[config.mk]
export PLATFORM = sky130hd
export DESIGN_NAME = instr_fetch
export DESIGN_NICKNAME = d
export VERILOG_FILES = /design/src/rtl/instr_fetch.sv
export SDC_FILE = /design/constraint.sdc
export NUM_CORES = 1
export LEC_CHECK = 0
export ABC_CLOCK_PERIOD_IN_PS = 2400
export CORE_MARGIN = 5
export CORE_UTILIZATION = 42
export CTS_BUF_LIST = sky130_fd_sc_hd__clkbuf_4
export CTS_CLUSTER_SIZE = 24
export DETAILED_ROUTE_END_ITERATION = 6
export PLACE_DENSITY = 0.83
export SLEW_MARGIN = 40
export SYNTH_ARGS = -nofsm -noshare
export SYNTH_HDL_FRONTEND = slang
export SYNTH_SLANG_ARGS = --single-unit
export TNS_END_PERCENT = 30
[constraint.sdc]
create_clock -name clk -period 2.4 [get_ports clk]
set_clock_uncertainty 0.1 [all_clocks]
set_input_delay 0.48 -clock clk [delete_from_list [all_inputs] [get_ports clk]]
set_output_delay 0.48 -clock clk [all_outputs]
set_load 0.01 [all_outputs]
[src/rtl/instr_fetch.sv]
// instr_fetch: PC/fetch sequencer feeding a valid/ready instruction register.
// Define FETCH_PREFETCH_EN to overlap the next read with the S_HOLD handshake.
module instr_fetch #(
  parameter int          MEM_WORDS = 16384,
  parameter logic [15:0] RESET_PC  = 16'h0000
) (
  input  logic        clk,
  input  logic        reset,
  input  logic        run,
  input  logic        jump,
  input  logic [15:0] jump_addr,
  output logic [15:0] mem_addr,
  output logic        mem_rd,
  input  logic [15:0] mem_rdata,
  output logic [15:0] instr,
  output logic [3:0]  opcode,
  output logic [15:0] instr_pc,
  output logic        instr_valid,
  input  logic        instr_ready,
  output logic [15:0] pc
);
  localparam logic [15:0] MASK = 16'(MEM_WORDS - 1);
  typedef enum logic [1:0] {S_IDLE, S_REQ, S_DATA, S_HOLD} state_t;
`ifdef FETCH_PREFETCH_EN
  localparam logic   PREFETCH = 1'b1;
  localparam state_t HS_NEXT  = S_DATA;
`else
  localparam logic   PREFETCH = 1'b0;
  localparam state_t HS_NEXT  = S_REQ;
`endif
  state_t state, state_nx;
  always_ff @(posedge clk or negedge reset)
    if (!reset) state <= S_IDLE;
    else state <= state_nx;
  // jump overrides everything; a handshake coinciding with it still completes
  always_comb begin
    state_nx = jump                ? (run ? S_REQ : S_IDLE) :
               state == S_IDLE     ? (run ? S_REQ : S_IDLE) :
               state == S_REQ      ? S_DATA :
               state == S_DATA     ? S_HOLD :
               !instr_ready        ? S_HOLD :
               run                 ? HS_NEXT : S_IDLE;
  end
  always_comb begin
    mem_rd      = state == S_REQ || (PREFETCH && state == S_HOLD);
    instr_valid = state == S_HOLD;
    mem_addr    = pc;
    opcode      = instr[15:12];
  end
  always_ff @(posedge clk or negedge reset)
    if (!reset) begin
      pc       <= RESET_PC;
      instr    <= '0;
      instr_pc <= '0;
    end else if (jump) begin
      pc <= jump_addr & MASK;
    end else if (state == S_DATA) begin
      instr    <= mem_rdata;
      instr_pc <= pc;
      pc       <= (pc + 16'd1) & MASK;
    end
endmodule

Yosys cells after proc, flatten, opt, wreduce, memory -nomap -nowiden
Cells that the tools add are included.
{"block": "classes", "n_bitwise": 1, "n_reduce_logical": 3, "eq_ne": 3, "add_sub_neg": 1, "mux": 8}
{"cell": "2-to-1 mux 16 bit", "count": 2}
{"cell": "adder 14 x 1 -> 14 bit (second input constant)", "count": 1}
{"cell": "2-to-1 mux 2 bit", "count": 5}
{"cell": "== test 2 bit (second input constant)", "count": 2}
{"cell": "== test 2 x 1 -> 1 bit (second input constant)", "count": 1}
{"cell": "zero test 2 bit", "count": 1}
{"cell": "AND reduction 2 bit", "count": 1}
{"cell": "nonzero test 2 bit", "count": 1}
{"cell": "2-to-1 mux 1 bit", "count": 1}
{"cell": "inverter 1 bit", "count": 1}
{"block": "totals", "word_cells": 20, "regBits": 50, "output_inout_bits": 70, "in_bits": 37}

Logic depth before layout (Yosys ltp)
{"block": "depth", "depth_word": 6, "depth_mapped": 5, "ltp_nobuf": 5}

Least setup slack after synthesis
No wires, ideal clock.
{"block": "synth_path", "path_type": "register to register", "start": "reg state[0]", "end": "reg pc[11] (netlist: mem_addr[11])", "path_stages_with_launch": 5, "setup_ns": 0.125, "arrival_ns": 1.455, "n_path_buf": 0, "t_required_ns": 2.175, "path_slack_ns": 0.720, "period_less_slack_ns": 1.680, "path_cell_list": "dfrtp_1 nand4b_1 nor4_4 xor2_1 mux2_2"}
{"block": "synth_between", "elab_chain_cells": 2}
{"item": "start: declaration", "line_no": "31", "text": "state_t state, state_nx;"}
{"item": "start signal: assignment", "line_no": "34", "text": "else state <= state_nx;"}
{"item": "== test 2 bit", "line_no": "57", "text": "end else if (state == S_DATA) begin"}
{"item": "nonzero test 2 bit (no source line)"}
{"item": "end signal: assignment", "line_no": "56", "text": "pc <= jump_addr & MASK;"}
{"item": "end signal: assignment", "line_no": "60", "text": "pc <= (pc + 16'd1) & MASK;"}
{"item": "end: declaration", "line_no": "20", "text": "output logic [15:0] pc"}
No other way between the ends.
A chain may end at the register's enable or synchronous reset.

Worst setup path after layout
{"block": "layout_path", "start": "reg state[0]", "end": "out instr_valid"}
{"block": "layout_between", "elab_chain_cells": 1}
{"item": "== test 2 bit", "line_no": "46", "text": "instr_valid = state == S_HOLD;"}
{"item": "end: declaration", "line_no": "18", "text": "output logic instr_valid,"}
No other way between the ends.

==> key figures <==
Global route
  – Total GRT Usage: 15.9%
  – Largest net degree at the start of global routing: 28
  – GRT overflow: 0
  – Vias in the first global route: roughly 1.6k
  – Initial antenna violation count: 0
  – Wire length of the first global-routing pass: 8050 um

Synthesis
  – Count of cell types in the netlist: 30
  – Synthesized instance count: 184
  – Post-synth EDFFs: 0
  – Synth top area cells: dfrtp_1, mux2_2, buf_4
  – Synth top area share: around 53%
  – Register area share after synthesis: 52.8%
  – Synth warn: 0
  – Post-synth ARST share: 100%
  – Area leader, netlist: dfrtp_1
  – Synthesized flop and latch total: 46
  – Post-synthesis cell area: 0.00218 mm^2
  – Mapped Avg Cell Area: 11.8 um^2
  – Synth Flop Type: dfrtp_1

Setup path
  – Worst EP required: 1.82 ns
  – CP Launch Type: flop
  – CP Buf/Inv Count: 1
  – Crit-path max FO: 8
  – Slowest stage delay, CP: 0.54 ns
  – CP arrival: 1.51 ns
  – Cell family with most CP delay: buffers and inverters
  – Setup Crit Path Kind: flop to output pin
  – Worst path slowest cell: clkdlybuf4s50_1
  – Cell Chain, Critical Path: and2_1 -> clkdlybuf4s50_1
  – Worst Setup End Kind: output pin

Floorplan
  – Die area: 0.00673 mm^2
  – Row count: 26
  – Die width: between 80 and 90 um
  – Core ar.: between 0.005 and 0.006 mm^2
  – I/O pin cnt: 107
  – Initial Util: 42.9%
  – Chip height: 82.0 um

Final layout
  – Register area: 0.00115 mm^2
  – Most frequent cells in the layout: clkdlybuf4s50_1, dfrtp_1, mux2_2
  – Area grow syn2layout: 44.7%
  – Footprint of the multi-input gates: 822 um^2
  – Share of layout cells above drive strength 1: roughly 16%
  – Nets@finish: 307
  – Most common cell after layout, fill and taps aside: clkdlybuf4s50_1
  – Filler cell count: 456
  – ANT cells: 0
  – Final design utilization: 62.2%

Placement
  – IO Port Bufs: 98
  – Final estimated routing congestion in global placement: 0.737
  – Detailed Place HPWL: a little over 4000 um

Power
  – VDD IR-drop max: 385 uV
  – Pleak: 1.28 nW
  – PwrDens: 820 mW/mm^2
  – Power Total: 2.59 mW

Timing
  – Setup violators final: 0
  – Fin crit period: 2.09 ns
  – Fin. Hold Viols: 0
  – Hold WS: approximately 0.42 ns
  – Setup TNS: 0 ns
  – Slew Limit Fails: 0
  – Period utilization: 87.1%
  – Max frequency: 479 MHz
  – RSZ-0062 raised after global routing: no

Clock network
  – Worst skew pair latency: about 0.35 ns
  – Clock sink count: 46
  – Clock Pin Slew Worst Setup and Hold Paths: 0.11 ns
  – Cts repair resizes: 0
  – Root Buffer: clkbuf_4
  – Clock Path Buffers: 2
  – CTS tree: yes
  – Num CTS Buffers: 5
  – H-tree levels: 2

Drt
  – WL per Instance: about 15 um
  – Detailed Route Iter0 Violations: 82
  – Final WL: 5180 um
  – Total number of vias: 1626
  – DRT Pass-1 Iters: 4
  – Vias/cell: 4.81
  – Post-route ant nets: 0
  – DRC viols: 0

Outcome
  – Status: finished clean

Job
  – Max Cap Viol: 0

Hold path
  – Hold crit path type: flop to flop
where the power goes:
part,internal [mW],switching (mW)
sequential,1.00,0.159
combinational,0.712,0.389
clock,0.100,0.221
per-layer routing:
metal	up-vias	part of all wire (%)	GRT usage, %	routed length (um)
li1	773	-	-	-
met1	778	39	18.5	2020
met2	69	52	28.0	2680
met3	6	8.3	5.48	428
met4	0	0.93	3.49	48
met5	-	0	0	0
Yosys cell counts, drive strengths merged, types with 2 or more instances:
cell type and count:
nand4 4, nor3 3, xnor2 6, nand3 5, clkbuf 3, nor4 2, dfrtp 46, inv 3
buf 27, nor2 4, o21ai 11, nor2b 2, nand2 17, and2 2, xor2 5, mux2 31
stage by stage:
| step | area (um^2) | std cells | worst slack (ns) |
|---|---|---|---|
| after global routing | 3150 | 338 | 0.177 |
| final | 3150 | 338 | 0.310 |
| after detailed placement | 3100 | 331 | 0.276 |
| after CTS | 3150 | 338 | 0.284 |
| after floorplan | 2200 | 189 | 0.720 |
| after global placement | 3100 | 331 | 0.319 |
final cells by class:
class / count / share of cell area (%)
clock buffer: 5 / 1.19
clock inverter: 1 / 0.119
inverter: 3 / 0.357
multi-input combinational: 110 / 26.1
sequential: 46 / 36.5
tap: 70 / 2.78
timing repair buffer: 103 / 33.0
state kept, by name, indices dropped and copies added, names as in the netlist:
name	cells
state	2
instr	16
mem_addr	14
instr_pc	14
final timing paths:
path | start | to | slack [ns] | cells after the start
setup reg to reg | state[0] | mem_addr[11] | 0.48 | 4
hold / removal | instr[4] | instr[4] | 0.42 | 1
setup / recovery | state[0] | instr_valid | 0.31 | 2
max in group asynchronous | reset | instr[4] | 1.17 | 3
hold reg to reg | instr[4] | instr[4] | 0.42 | 1
min in group asynchronous | reset | mem_addr[3] | 0.52 | 2
timing repair:
action,CTS,global route
endpoints found under the hold margin,20,0
setup buffers,0,0
hold buffers,1,0
kinds of logic (layout without fill, tap and decap cells):
kind of cell    after synthesis  in the layout  synth area share, %
buf+inv                      33            112                 10.3
flops                        46             46                 52.8
fa+ha+maj                     1              1                0.574
other cells                   1              6                0.172
compound gates               18             18                 4.94
mux                          32             32                 16.5
xor+xnor                     11             11                 4.42
simple gates                 42             42                 10.3
Power figures use the tool's default switching activity.
